File: config.mk
export PLATFORM = sky130hd
export DESIGN_NAME = taxi_axil_reg_if_flat
export DESIGN_NICKNAME = d
export VERILOG_FILES = /design/src/rtl/taxi_axil_reg_pkg.sv /design/src/rtl/taxi_axil_if.sv /design/src/rtl/taxi_axil_reg_if_tmo.sv /design/src/rtl/taxi_axil_reg_if.sv /design/src/flat_wrapper.sv
export SDC_FILE = /design/constraint.sdc
export NUM_CORES = 1
export LEC_CHECK = 0
export ABC_AREA = 1
export BUFFER_PORTS_ARGS = -buffer_cell sky130_fd_sc_hd__buf_2
export CAP_MARGIN = 20
export CORE_ASPECT_RATIO = 1.4
export CORE_MARGIN = 1.5
export CORE_UTILIZATION = 48
export CTS_BUF_LIST = sky130_fd_sc_hd__clkbuf_16
export DETAILED_ROUTE_END_ITERATION = 16
export GPL_ROUTABILITY_DRIVEN = 0
export PLACE_DENSITY = 0.83
export SLEW_MARGIN = 10
export SYNTH_ARGS = -nofsm -noshare
export SYNTH_HDL_FRONTEND = slang
export SYNTH_SLANG_ARGS = --single-unit
File: constraint.sdc
create_clock -name clk -period 4.1 [get_ports clk]
set_clock_uncertainty 0.1 [all_clocks]
set_input_delay 0.615 -clock clk [delete_from_list [all_inputs] [get_ports clk]]
set_output_delay 0.615 -clock clk [all_outputs]
set_load 0.005 [all_outputs]
File: src/rtl/taxi_axil_reg_pkg.sv
// ============================================================================
// taxi_axil_reg_pkg : shared types and constants for the AXI-lite register bridge
// Revision 1.0
// ============================================================================
`default_nettype none

package taxi_axil_reg_pkg;

  typedef enum logic [2:0] {
    IDLE    = 3'd0,
    WR_BUS  = 3'd1,
    WR_RESP = 3'd2,
    RD_BUS  = 3'd3,
    RD_RESP = 3'd4
  } state_t;

  localparam logic [1:0] RESP_OKAY   = 2'b00;
  localparam logic [1:0] RESP_SLVERR = 2'b10;

  // Arbitration priority encoding: which side wins when both are eligible
  localparam logic PRIO_WR = 1'b0;
  localparam logic PRIO_RD = 1'b1;

endpackage

`default_nettype wire

File: src/rtl/taxi_axil_if.sv
// ============================================================================
// taxi_axil_if : AXI4-lite interface bundle with master/slave modports
// Revision 1.0
// ============================================================================
`default_nettype none

interface taxi_axil_if #(
  parameter int DATA_W = 32,
  parameter int ADDR_W = 32,
  parameter int STRB_W = DATA_W / 8
) ();

  logic [ADDR_W-1:0] awaddr;
  logic [2:0]        awprot;
  logic              awvalid;
  logic              awready;
  logic [DATA_W-1:0] wdata;
  logic [STRB_W-1:0] wstrb;
  logic              wvalid;
  logic              wready;
  logic [1:0]        bresp;
  logic              bvalid;
  logic              bready;
  logic [ADDR_W-1:0] araddr;
  logic [2:0]        arprot;
  logic              arvalid;
  logic              arready;
  logic [DATA_W-1:0] rdata;
  logic [1:0]        rresp;
  logic              rvalid;
  logic              rready;

  modport wr_mst (output awaddr, awprot, awvalid, input awready,
                  output wdata, wstrb, wvalid, input wready,
                  input bresp, bvalid, output bready);
  modport wr_slv (input awaddr, awprot, awvalid, output awready,
                  input wdata, wstrb, wvalid, output wready,
                  output bresp, bvalid, input bready);
  modport rd_mst (output araddr, arprot, arvalid, input arready,
                  input rdata, rresp, rvalid, output rready);
  modport rd_slv (input araddr, arprot, arvalid, output arready,
                  output rdata, rresp, rvalid, input rready);

endinterface

`default_nettype wire

File: src/rtl/taxi_axil_reg_if_tmo.sv
// ============================================================================
// taxi_axil_reg_if_tmo : ack-wait counter; loads TIMEOUT-1, counts down to 0
// Revision 1.0
// ============================================================================
`default_nettype none

module taxi_axil_reg_if_tmo #(
  parameter int TIMEOUT = 16
) (
  input  logic clk,
  input  logic rst_n,
  input  logic load,
  input  logic dec,
  output logic expired
);

  logic [15:0] r_cnt;

  // Saturates at zero so a held expiry cannot wrap into a long wait
  always_ff @(posedge clk or negedge rst_n) begin
    if (!rst_n) begin
      r_cnt <= '0;
    end else if (load) begin
      r_cnt <= 16'(TIMEOUT - 1);
    end else if (dec && (r_cnt != '0)) begin
      r_cnt <= r_cnt - 16'd1;
    end
  end

  assign expired = (r_cnt == '0);

endmodule

`default_nettype wire

File: src/rtl/taxi_axil_reg_if.sv
// ============================================================================
// taxi_axil_reg_if : AXI4-lite slave to single-outstanding enable/ack register bus
// Optional ack timeout (SLVERR on expiry) enabled by TAXI_AXIL_REG_IF_TIMEOUT_EN
// Revision 1.0
// ============================================================================
`default_nettype none

module taxi_axil_reg_if
  import taxi_axil_reg_pkg::*;
#(
  parameter int DATA_W  = 32,
  parameter int ADDR_W  = 16,
  parameter int TIMEOUT = 16
) (
  input  logic                     clk,
  input  logic                     rst_n,
  taxi_axil_if.wr_slv              s_axil_wr,
  taxi_axil_if.rd_slv              s_axil_rd,
  output logic [ADDR_W-1:0]        reg_addr,
  output logic                     reg_wr_en,
  output logic [DATA_W-1:0]        reg_wr_data,
  output logic [DATA_W/8-1:0]      reg_wr_strb,
  input  logic                     reg_wr_ack,
  output logic                     reg_rd_en,
  input  logic [DATA_W-1:0]        reg_rd_data,
  input  logic                     reg_rd_ack
);

  localparam int STRB_W    = DATA_W / 8;
  localparam int IF_DATA_W = s_axil_wr.DATA_W;
  localparam int IF_ADDR_W = s_axil_wr.ADDR_W;
  localparam int RD_DATA_W = s_axil_rd.DATA_W;
  localparam int RD_ADDR_W = s_axil_rd.ADDR_W;
  localparam logic [ADDR_W-1:0] ADDR_MASK = ~ADDR_W'(STRB_W - 1);

  if ((DATA_W % 8 != 0) || (DATA_W != IF_DATA_W) || (DATA_W != RD_DATA_W)) begin : g_chk_data_w
    $error("taxi_axil_reg_if: DATA_W must be a multiple of 8 and match the interface");
  end
  if ((ADDR_W < 1) || (ADDR_W > IF_ADDR_W) || (ADDR_W > RD_ADDR_W)) begin : g_chk_addr_w
    $error("taxi_axil_reg_if: ADDR_W must not exceed the interface address width");
  end
  if ((TIMEOUT < 1) || (TIMEOUT > 65535)) begin : g_chk_timeout
    $error("taxi_axil_reg_if: TIMEOUT must be in 1..65535");
  end

  state_t              r_state;
  logic                r_prio;
  logic                r_bvalid;
  logic [1:0]          r_bresp;
  logic                r_rvalid;
  logic [1:0]          r_rresp;
  logic [DATA_W-1:0]   r_rdata;
  logic                w_wr_elig;
  logic                w_rd_elig;
  logic                w_wr_sel;
  logic                w_rd_sel;
  logic                w_tmo_expired;
  logic                w_unused;

  assign w_wr_elig = s_axil_wr.awvalid && s_axil_wr.wvalid;
  assign w_rd_elig = s_axil_rd.arvalid;
  assign w_wr_sel  = (r_state == IDLE) && w_wr_elig && (!w_rd_elig || (r_prio == PRIO_WR));
  assign w_rd_sel  = (r_state == IDLE) && w_rd_elig && (!w_wr_elig || (r_prio == PRIO_RD));

  assign s_axil_wr.awready = w_wr_sel;
  assign s_axil_wr.wready  = w_wr_sel;
  assign s_axil_wr.bvalid  = r_bvalid;
  assign s_axil_wr.bresp   = r_bresp;
  assign s_axil_rd.arready = w_rd_sel;
  assign s_axil_rd.rvalid  = r_rvalid;
  assign s_axil_rd.rresp   = r_rresp;
  assign s_axil_rd.rdata   = r_rdata;

  // Protection bits and upper address bits have no meaning on the register bus
  assign w_unused = ^{s_axil_wr.awprot, s_axil_rd.arprot, s_axil_wr.awaddr, s_axil_rd.araddr};

`ifdef TAXI_AXIL_REG_IF_TIMEOUT_EN
  logic w_tmo_dec;
  assign w_tmo_dec = ((r_state == WR_BUS) && !reg_wr_ack) ||
                     ((r_state == RD_BUS) && !reg_rd_ack);

  taxi_axil_reg_if_tmo #(
    .TIMEOUT (TIMEOUT)
  ) u_tmo (
    .clk     (clk),
    .rst_n   (rst_n),
    .load    (w_wr_sel || w_rd_sel),
    .dec     (w_tmo_dec),
    .expired (w_tmo_expired)
  );
`else
  assign w_tmo_expired = 1'b0;
`endif

  always_ff @(posedge clk or negedge rst_n) begin
    if (!rst_n) begin
      r_state     <= IDLE;
      r_prio      <= PRIO_WR;
      reg_addr    <= '0;
      reg_wr_data <= '0;
      reg_wr_strb <= '0;
      reg_wr_en   <= 1'b0;
      reg_rd_en   <= 1'b0;
      r_bvalid    <= 1'b0;
      r_bresp     <= RESP_OKAY;
      r_rvalid    <= 1'b0;
      r_rresp     <= RESP_OKAY;
      r_rdata     <= '0;
    end else begin
      case (r_state)
        IDLE: begin
          if (w_wr_sel) begin
            reg_addr    <= s_axil_wr.awaddr[ADDR_W-1:0] & ADDR_MASK;
            reg_wr_data <= s_axil_wr.wdata;
            reg_wr_strb <= s_axil_wr.wstrb;
            reg_wr_en   <= 1'b1;
            r_prio      <= PRIO_RD;
            r_state     <= WR_BUS;
          end else if (w_rd_sel) begin
            reg_addr    <= s_axil_rd.araddr[ADDR_W-1:0] & ADDR_MASK;
            reg_rd_en   <= 1'b1;
            r_prio      <= PRIO_WR;
            r_state     <= RD_BUS;
          end
        end
        // An ack arriving in the expiry cycle takes precedence over the timeout
        WR_BUS: begin
          if (reg_wr_ack || w_tmo_expired) begin
            reg_wr_en <= 1'b0;
            r_bvalid  <= 1'b1;
            r_bresp   <= reg_wr_ack ? RESP_OKAY : RESP_SLVERR;
            r_state   <= WR_RESP;
          end
        end
        WR_RESP: begin
          if (s_axil_wr.bready) begin
            r_bvalid <= 1'b0;
            r_state  <= IDLE;
          end
        end
        RD_BUS: begin
          if (reg_rd_ack || w_tmo_expired) begin
            reg_rd_en <= 1'b0;
            r_rvalid  <= 1'b1;
            r_rresp   <= reg_rd_ack ? RESP_OKAY : RESP_SLVERR;
            r_rdata   <= reg_rd_ack ? reg_rd_data : '0;
            r_state   <= RD_RESP;
          end
        end
        RD_RESP: begin
          if (s_axil_rd.rready) begin
            r_rvalid <= 1'b0;
            r_state  <= IDLE;
          end
        end
        default: r_state <= IDLE;
      endcase
    end
  end

endmodule

`default_nettype wire
File: src/flat_wrapper.sv
// flat-port wrapper written by rule: the top's interface ports become plain ports
module taxi_axil_reg_if_flat import taxi_axil_reg_pkg::*;
#(
  parameter int DATA_W  = 32,
  parameter int ADDR_W  = 16,
  parameter int TIMEOUT = 16
)
  (clk, rst_n, reg_addr, reg_wr_en, reg_wr_data, reg_wr_strb, reg_wr_ack, reg_rd_en, reg_rd_data, reg_rd_ack, s_axil_wr_awaddr, s_axil_wr_awprot, s_axil_wr_awvalid, s_axil_wr_awready, s_axil_wr_wdata, s_axil_wr_wstrb, s_axil_wr_wvalid, s_axil_wr_wready, s_axil_wr_bresp, s_axil_wr_bvalid, s_axil_wr_bready, s_axil_rd_araddr, s_axil_rd_arprot, s_axil_rd_arvalid, s_axil_rd_arready, s_axil_rd_rdata, s_axil_rd_rresp, s_axil_rd_rvalid, s_axil_rd_rready);
  taxi_axil_if #(.DATA_W(DATA_W), .ADDR_W(ADDR_W)) s_axil_wr_i ();
  taxi_axil_if #(.DATA_W(DATA_W), .ADDR_W(ADDR_W)) s_axil_rd_i ();
  input  logic clk;
  input  logic rst_n;
  output logic [ADDR_W-1:0] reg_addr;
  output logic reg_wr_en;
  output logic [DATA_W-1:0] reg_wr_data;
  output logic [DATA_W/8-1:0] reg_wr_strb;
  input  logic reg_wr_ack;
  output logic reg_rd_en;
  input  logic [DATA_W-1:0] reg_rd_data;
  input  logic reg_rd_ack;
  input wire logic [$bits(s_axil_wr_i.awaddr)-1:0] s_axil_wr_awaddr;
  input wire logic [$bits(s_axil_wr_i.awprot)-1:0] s_axil_wr_awprot;
  input wire logic [$bits(s_axil_wr_i.awvalid)-1:0] s_axil_wr_awvalid;
  output wire logic [$bits(s_axil_wr_i.awready)-1:0] s_axil_wr_awready;
  input wire logic [$bits(s_axil_wr_i.wdata)-1:0] s_axil_wr_wdata;
  input wire logic [$bits(s_axil_wr_i.wstrb)-1:0] s_axil_wr_wstrb;
  input wire logic [$bits(s_axil_wr_i.wvalid)-1:0] s_axil_wr_wvalid;
  output wire logic [$bits(s_axil_wr_i.wready)-1:0] s_axil_wr_wready;
  output wire logic [$bits(s_axil_wr_i.bresp)-1:0] s_axil_wr_bresp;
  output wire logic [$bits(s_axil_wr_i.bvalid)-1:0] s_axil_wr_bvalid;
  input wire logic [$bits(s_axil_wr_i.bready)-1:0] s_axil_wr_bready;
  input wire logic [$bits(s_axil_rd_i.araddr)-1:0] s_axil_rd_araddr;
  input wire logic [$bits(s_axil_rd_i.arprot)-1:0] s_axil_rd_arprot;
  input wire logic [$bits(s_axil_rd_i.arvalid)-1:0] s_axil_rd_arvalid;
  output wire logic [$bits(s_axil_rd_i.arready)-1:0] s_axil_rd_arready;
  output wire logic [$bits(s_axil_rd_i.rdata)-1:0] s_axil_rd_rdata;
  output wire logic [$bits(s_axil_rd_i.rresp)-1:0] s_axil_rd_rresp;
  output wire logic [$bits(s_axil_rd_i.rvalid)-1:0] s_axil_rd_rvalid;
  input wire logic [$bits(s_axil_rd_i.rready)-1:0] s_axil_rd_rready;
  assign s_axil_wr_i.awaddr = s_axil_wr_awaddr;
  assign s_axil_wr_i.awprot = s_axil_wr_awprot;
  assign s_axil_wr_i.awvalid = s_axil_wr_awvalid;
  assign s_axil_wr_awready = s_axil_wr_i.awready;
  assign s_axil_wr_i.wdata = s_axil_wr_wdata;
  assign s_axil_wr_i.wstrb = s_axil_wr_wstrb;
  assign s_axil_wr_i.wvalid = s_axil_wr_wvalid;
  assign s_axil_wr_wready = s_axil_wr_i.wready;
  assign s_axil_wr_bresp = s_axil_wr_i.bresp;
  assign s_axil_wr_bvalid = s_axil_wr_i.bvalid;
  assign s_axil_wr_i.bready = s_axil_wr_bready;
  assign s_axil_rd_i.araddr = s_axil_rd_araddr;
  assign s_axil_rd_i.arprot = s_axil_rd_arprot;
  assign s_axil_rd_i.arvalid = s_axil_rd_arvalid;
  assign s_axil_rd_arready = s_axil_rd_i.arready;
  assign s_axil_rd_rdata = s_axil_rd_i.rdata;
  assign s_axil_rd_rresp = s_axil_rd_i.rresp;
  assign s_axil_rd_rvalid = s_axil_rd_i.rvalid;
  assign s_axil_rd_i.rready = s_axil_rd_rready;
  taxi_axil_reg_if #(.DATA_W(DATA_W), .ADDR_W(ADDR_W), .TIMEOUT(TIMEOUT)) u_core (.clk(clk), .rst_n(rst_n), .s_axil_wr(s_axil_wr_i), .s_axil_rd(s_axil_rd_i), .reg_addr(reg_addr), .reg_wr_en(reg_wr_en), .reg_wr_data(reg_wr_data), .reg_wr_strb(reg_wr_strb), .reg_wr_ack(reg_wr_ack), .reg_rd_en(reg_rd_en), .reg_rd_data(reg_rd_data), .reg_rd_ack(reg_rd_ack));
endmodule
# Word level (Yosys, flattened, before mapping)
# Cells that the tools add are included.
dict set report totals {
  ff_bits 92
  inputBits 115
  wordCells 70
}
dict set report op_classes {
  n_reduce_logical 23
  bitwise 1
  muxes 24
  eq_ne 12
}
# cell n
set op_table {}
lappend op_table {{2-to-1 mux 16 bit} 2}
lappend op_table {{2-to-1 mux 3 bit} 6}
lappend op_table {{one-hot mux 3 bit (5 select lines)} 1}
lappend op_table {{!= test 2 bit, second input constant} 7}
lappend op_table {{2-to-1 mux 1 bit} 11}
lappend op_table {{nonzero test 2 bit} 5}
lappend op_table {{AND reduction 3 bit} 3}
lappend op_table {{one-hot mux 1 bit (2 select lines)} 4}
lappend op_table {{equality test 3 x 2 -> 1 bit, second input constant} 2}
lappend op_table {{AND reduction 2 bit} 3}
lappend op_table {{logical AND 1 bit} 5}
lappend op_table {{AND reduction 5 bit} 1}
lappend op_table {{AND reduction 4 bit} 1}
lappend op_table {{equality test 3 x 1 -> 1 bit, second input constant} 1}
lappend op_table {{equality test 3 bit, second input constant} 1}
lappend op_table {{zero test 3 bit} 1}
lappend op_table {{!= test 3 bit, second input constant} 1}
lappend op_table {{zero test 1 bit} 2}
lappend op_table {{logical OR 1 bit} 2}
lappend op_table {{inverter 1 bit} 1}

# Depth between registers and ports, before layout
# Gate-level depths: netlist (run 1).
dict set report logic_depth {
  word_depth 7
  ltp_mapped 9
}

# Worst setup path before layout (run 1)
# Ideal clock, no wire load.
dict set report synth_timing {
  kind {input to output}
  from {in s_axil_rd_arvalid}
  to {out s_axil_wr_wready}
  arrival_time_ps 1279
  path_slack_ps 2106
  cell_stages 5
  n_path_buf 2
  path_cell_list {nand2_1 nand3_2 nor2_8 buf_2 buf_4}
}
dict set report synth_between {
  elab_chain_len 3
}
# element line
set synth_lines {}
lappend synth_lines {{from (decl)} flat_wrapper.sv:34} ;# input wire logic [$bits(s_axil_rd_i.arvalid)-1:0] s_axil_rd_arvalid;
lappend synth_lines {{zero test 1 bit} taxi_axil_reg_if.sv:62} ;# assign w_wr_sel = (r_state == IDLE) && w_wr_elig && (!w_rd_elig || (r_prio == PRIO_WR));
lappend synth_lines {{logical OR 1 bit} taxi_axil_reg_if.sv:62}
lappend synth_lines {{logical AND 1 bit} taxi_axil_reg_if.sv:62}
lappend synth_lines {{to (decl)} flat_wrapper.sv:28} ;# output wire logic [$bits(s_axil_wr_i.wready)-1:0] s_axil_wr_wready;
# No other way between the ends.

# Worst setup path after layout (run 1)
dict set report layout_timing {
  from {reg u_core.r_state[0]}
  to {out s_axil_wr_wready}
}
dict set report layout_between {
  elab_chain_len 3
}
# element line
set layout_lines {}
lappend layout_lines {{from (decl)} taxi_axil_reg_if.sv:46} ;# state_t r_state;
lappend layout_lines {{from (signal assigned)} taxi_axil_reg_if.sv:97} ;# r_state <= IDLE;
lappend layout_lines {{from (signal assigned)} taxi_axil_reg_if.sv:118} ;# r_state <= WR_BUS;
lappend layout_lines {{from (signal assigned)} taxi_axil_reg_if.sv:123} ;# r_state <= RD_BUS;
lappend layout_lines {{zero test 3 bit} taxi_axil_reg_if.sv:62}
lappend layout_lines {{logical AND 1 bit (2 in a row)} taxi_axil_reg_if.sv:62}
# No other way between the ends.

==> flow_summary.ini, run 1 <==
[final_layout]
nets = 773
drive_above_1_share_pct = 32.9
n_antenna_cell = 0
fin_cells = 762
nFillCells = 666
final_common_cell = nand2_1
multiInputGateArea_um2 = 1290
final_util_pct = 65.5
final_cell_mix = nand2_1, buf_2, dfrtp_1
area_delta_synth_final_pct = 32.7
register_area_um2 = 2250

[grt]
gr-total-overflow = 0
track_usage_pct = 21.0
antenna_found_initial = 0
grt_pass1_vias = 3287
grt_pass1_wl_um = 13800
grt_max_degree = 78

[outcome]
outcome = complete, no violations

[placed_design]
dp_cells = 746
hpwl_um = 6500
port_buffers = 193

[clock_tree]
ctsHoldBuffers = 0
cts_root_buf = clkbuf_16
clockBufferDepth = 2
post_cts_buffers = 0
clkTransAtPathRegs_ns = 0.06
cts_tree = yes
clock_sinks = 90
clock_latency_ns = 0.33
cts_resized = 0
cts_buffers = 9
htree_levels = 3

[synth]
ys_types = 17
yosysWarnings = 0
syn_area_per_cell_um2 = 8.12
yosysTopAreaCell = dfrtp_1
synthArstFlopShare_pct = 100
synth_area_um2 = 3830
netlist_instances = 471
synth_top_family_by_area = simple AND/OR/NAND/NOR gates
synth-simple-area-share_pct = 32.8
synth.area.mux_share_pct = 0
synth_top_area_share_pct = 58.9
synth_xor_xnor_area_share_pct = 0
synth_edf_count = 0
synth_compound_area_share_pct = 0.392
synthTopCellsByArea = dfrtp_1, nand2_1, inv_1
ys.flop_type = dfrtp_1
synthAdderAreaFrac_pct = 0
yosysSeqAreaShare_pct = 58.9
ys_ff_latch = 90

[sta]
max_freq_mhz = 394
fin_crit_ns = 2.54
setup-tns-final_ns = 0
final-setup-viol-count = 0
post-route-period-util_pct = 61.9
report.final.hold_viol_count = 0
timing.hold.ws_ns = 0.330
relSlewSlack_pct = 39.3
rsz0062_at_grt = false
worst_slew_pin_slew_ns = 0.911
slew_violations = 0

[critical_path]
rr_endpoint = u_core.reg_addr[10]
rrSetupSlack_ns = 1.90
cp_max_fo = 53
cp-start-kind = flip-flop
reg2reg_depth = 8
reg2reg_from = u_core.r_state[0]
crit_type = reg -> out
endpoint = s_axil_wr_wready
required_ns = 3.38
cp-startpoint = u_core.r_state[0]
endpoint_kind = output pin
cp.arrival_ns = 1.82

[floorplanning]
io_pins = 210
start_util_pct = 49.4
fp.dieH_um = 109
placeableCoreArea_um2 = 7750
num_rows = 38
dieArea_um2 = 8520
die_x_um = 78.5

[pwr]
p_int_w = 0.00224
power_w = 0.00343
combPwrFrac_pct = 35.4
p_sw_share_pct = 34.9
powerDensity_nw_per_um2 = 676
p_sw_w = 0.00120
leakage_nw = 3.20
ir_drop_uv = 357
seqPwrFrac_pct = 44.4
pwr-share-clk_pct = 20.2

[detailed_routing]
avgRoutedWirePerCell_um = 11.6
dr_total_vias = 3570
ant_nets = 0
firstDrtPassIters = 4
vias_per_cell = 4.69
routed_wl_um = 8870
post-route-drc-count = 0
drt_iter0_drc = 112

[run]
maxCapViolCount = 0

[min_path]
hp-class = in -> async
## worst min path at each step
stage	end	cells past startpoint	start
2_1_floorplan	u_core.r_prio	0	rst_n
3_3_place_gp	u_core.reg_wr_data[11]	2	u_core.reg_wr_data[11]
3_5_place_dp	u_core.reg_wr_data[3]	2	u_core.reg_wr_data[3]
4_1_cts	u_core.s_axil_rd.rdata[23]	1	rst_n
5_1_grt	u_core.reg_wr_data[28]	3	s_axil_wr_wdata[28]
6_report	u_core.s_axil_rd.rdata[6]	1	rst_n
## cell type report
type,instances,share of cell area (%)
tap,100,2.46
multi-input combinational,322,25.4
timing repair buffer,196,19.9
sequential,90,44.4
inverter,39,2.88
clock buffer,9,4.44
clock inverter,6,0.517
## power groups by stage
stage | registers (W) | logic (W) | clock network (W)
after floorplan | 0.00156 | 0.000613 | 0
after global placement | 0.00151 | 0.00119 | 0
after detailed placement | 0.00153 | 0.00123 | 0
after CTS | 0.00152 | 0.00123 | 0.000713
after global routing | 0.00157 | 0.00139 | 0.000745
final | 0.00152 | 0.00122 | 0.000692
## cell families after synthesis
kind of cell / after synthesis
DFF: 90
and+or+nand+nor: 313
buffers and inverters: 64
AOI/OAI and AO/OA: 3
other: 1
## cell usage after synthesis, types with 2 or more instances
master    instances
nand2_1         281
dfrtp_1          90
inv_1            35
nand3_1          19
buf_4            11
buf_2            10
nor2_1            6
inv_2             4
clkbuf_1          3
o21ai_0           3
nand2_4           2
nand3_2           2
## layer usage
layer	GRT usage, %	up-vias	wire length (um)
met2	38.4	166	4470
met4	11.2	0	195
met1	22.5	1629	3510
met5	0	-	0
met3	4.27	13	693
li1	-	1762	-
## flip-flops by register name, indices dropped and copies added, names as in the netlist
name / cells
u_core.r_prio: 1
u_core.r_state: 3
u_core.reg_addr: 14
u_core.reg_rd_en: 1
u_core.reg_wr_data: 32
u_core.reg_wr_en: 1
u_core.reg_wr_strb: 4
u_core.s_axil_rd.rdata: 32
u_core.s_axil_rd.rvalid: 1
u_core.s_axil_wr.bvalid: 1
## worst max-delay path, cell delays in order, from the launching register on
cell and delay, ns:
dfrtp_1 0.46, nor2_4 0.18, nand2_4 0.09, nor2_8 0.53, buf_2 0.23
## metrics by stage
stage,cell area (um^2),setup slack (ns)
2_1_floorplan,3840,2.11
3_3_place_gp,4800,1.62
3_5_place_dp,4800,1.55
4_1_cts,5050,1.52
5_1_grt,5080,1.42
6_report,5080,1.56
No activity file was read; power rests on OpenSTA's default activity.
==> run 2: changes to the inputs <==
--- a/config.mk
+++ b/config.mk
@@ -10,11 +10,11 @@
 export CAP_MARGIN = 20
 export CORE_ASPECT_RATIO = 1.4
 export CORE_MARGIN = 1.5
-export CORE_UTILIZATION = 48
+export CORE_UTILIZATION = 45
 export CTS_BUF_LIST = sky130_fd_sc_hd__clkbuf_16
 export DETAILED_ROUTE_END_ITERATION = 16
 export GPL_ROUTABILITY_DRIVEN = 0
-export PLACE_DENSITY = 0.83
+export PLACE_DENSITY = 0.79
 export SLEW_MARGIN = 10
 export SYNTH_ARGS = -nofsm -noshare
 export SYNTH_HDL_FRONTEND = slang
==> constraint.sdc (replaced) <==
create_clock -name clk -period 2.5 [get_ports clk]
set_clock_uncertainty 0.1 [all_clocks]
set_input_delay 0.375 -clock clk [delete_from_list [all_inputs] [get_ports clk]]
set_output_delay 0.375 -clock clk [all_outputs]
set_load 0.005 [all_outputs]
==> flow_summary.ini, run 2 (synthesis gave the netlist of run 1 again) <==
[sta]
fin_crit_ns = 1.93
slew_violations = 0
worst_slew_pin_slew_ns = 0.520
relSlewSlack_pct = 65.3
post-route-period-util_pct = 77.4
final-setup-viol-count = 0
worst_slack_ns = 0.565
max_freq_mhz = 517
report.final.hold_viol_count = 0
setup-tns-final_ns = 0
rsz0062_at_grt = false

[clock_tree]
htree_levels = 3
cts_resized = 0
cts_buffers = 9
clkTransAtPathRegs_ns = 0.06
cts_root_buf = clkbuf_16
clock_sinks = 90
cts_tree = yes
clock_latency_ns = 0.33
clockBufferDepth = 2

[pwr]
seqPwrFrac_pct = 42.2
powerDensity_nw_per_um2 = 1140
p_sw_share_pct = 34.0
ir_drop_uv = 714
pwr-share-clk_pct = 23.9
leakage_nw = 3.23
power_w = 0.00589
p_sw_w = 0.00200
p_int_w = 0.00388
combPwrFrac_pct = 33.9

[final_layout]
final_cell_mix = nand2_1, buf_2, dfrtp_1
fin_cells = 768
area_delta_synth_final_pct = 35.0
nets = 776
final_common_cell = nand2_1
n_antenna_cell = 0
drive_above_1_share_pct = 33.5

[run]
maxCapViolCount = 0

[grt]
grt_pass1_wl_um = 14400
gr-total-overflow = 0
grt_pass1_vias = 3394
grt_max_degree = 53
track_usage_pct = 20.5
antenna_found_initial = 0

[floorplanning]
dieArea_um2 = 9070
num_rows = 39
io_pins = 210
start_util_pct = 46.7
placeableCoreArea_um2 = 8200
fp.dieH_um = 112
die_x_um = 80.9

[critical_path]
reg2reg_depth = 7
required_ns = 2.03
reg2reg_from = u_core.r_state[0]
rrSetupSlack_ns = 0.69
endpoint_kind = output pin
cp_max_fo = 6
rr_endpoint = u_core.reg_addr[7]
cp-start-kind = flip-flop
crit_type = reg -> out
cp.arrival_ns = 1.46

[placed_design]
dp_slack_ns = 0.664
dp_cells = 751
port_buffers = 193
hpwl_um = 6850

[detailed_routing]
avgRoutedWirePerCell_um = 11.8
firstDrtPassIters = 4
drt_iter0_drc = 127
post-route-drc-count = 0
ant_nets = 0
vias_per_cell = 4.61
routed_wl_um = 9080
dr_total_vias = 3542

[min_path]
holdPathStages = 3
hp-class = in -> reg
min_from = reg_rd_data[22]
min_to = u_core.s_axil_rd.rdata[22]

[outcome]
outcome = complete, no violations
-- run 2: changes by cell type in the layout (fill, tap and decap cells not counted), sizes merged --
cell         previous run  this run
clkinv                  5         2
clkinvlp                0         2
bufinv                  0         2
dlygate4sd3             0         1
buf                   196       198
-- run 2: power groups by stage --
stage / clock [W] / combinational, W / sequential (W)
after floorplan: 0 / 0.00101 / 0.00255
after global placement: 0 / 0.00197 / 0.00248
after detailed placement: 0 / 0.00204 / 0.00250
after CTS: 0.00144 / 0.00204 / 0.00249
after global routing: 0.00151 / 0.00229 / 0.00256
final: 0.00141 / 0.00199 / 0.00248
-- run 2: critical path: stages, from the launching register on --
cell and delay, ns:
dfrtp_1 0.46, nor2_4 0.18, nand2_4 0.09, inv_2 0.08, nand3_2 0.10, inv_1 0.10
buf_2 0.12
-- run 2: worst max-delay path by stage --
stage	depth (start not counted)	from	slack (ns)	endpoint
finish	6	u_core.r_state[0]	0.57	s_axil_rd_arready
global route	6	u_core.r_state[0]	0.46	s_axil_rd_arready
CTS	6	u_core.r_state[0]	0.54	s_axil_rd_arready
detailed placement	8	s_axil_rd_arvalid	0.66	u_core.reg_addr[7]
global placement	8	s_axil_rd_arvalid	0.71	u_core.reg_addr[9]
floorplan	5	u_core.r_state[0]	0.90	s_axil_wr_wready
-- run 2: metal layers --
| metal | part of all wire [%] | global-route usage, % |
|---|---|---|
| met5 | 0 | 0 |
| met4 | 1.7 | 7.93 |
| met3 | 9.1 | 7.24 |
| met2 | 50 | 36.5 |
| met1 | 40 | 21.5 |
-- run 2: final cells by class --
cell class | instances | area [um^2]
clock buffers | 9 | 225
clock inverters | 7 | 92.6
fillers | 724 | 3030
inverters | 39 | 146
multi-input cells | 322 | 1290
flip-flops and latches | 90 | 2250
well taps | 102 | 128
repair buffers | 199 | 1030
-- run 2: per-stage QoR --
step / hold slack, ns / instance area (um^2) / utilization (%)
after floorplan: -0.0206 / 3840 / -
after global placement: 0.182 / 4840 / 59.0
after detailed placement: 0.186 / 4840 / 59.0
after CTS: 0.120 / 5160 / 63.0
after global routing: 0.120 / 5160 / 63.0
final: 0.132 / 5160 / 63.0
-- run 2: timing repair --
action	4_1_cts	5_1_grt
buffers inserted	0	0
hold buffers	1	0
endpoints found under the hold margin	20	0
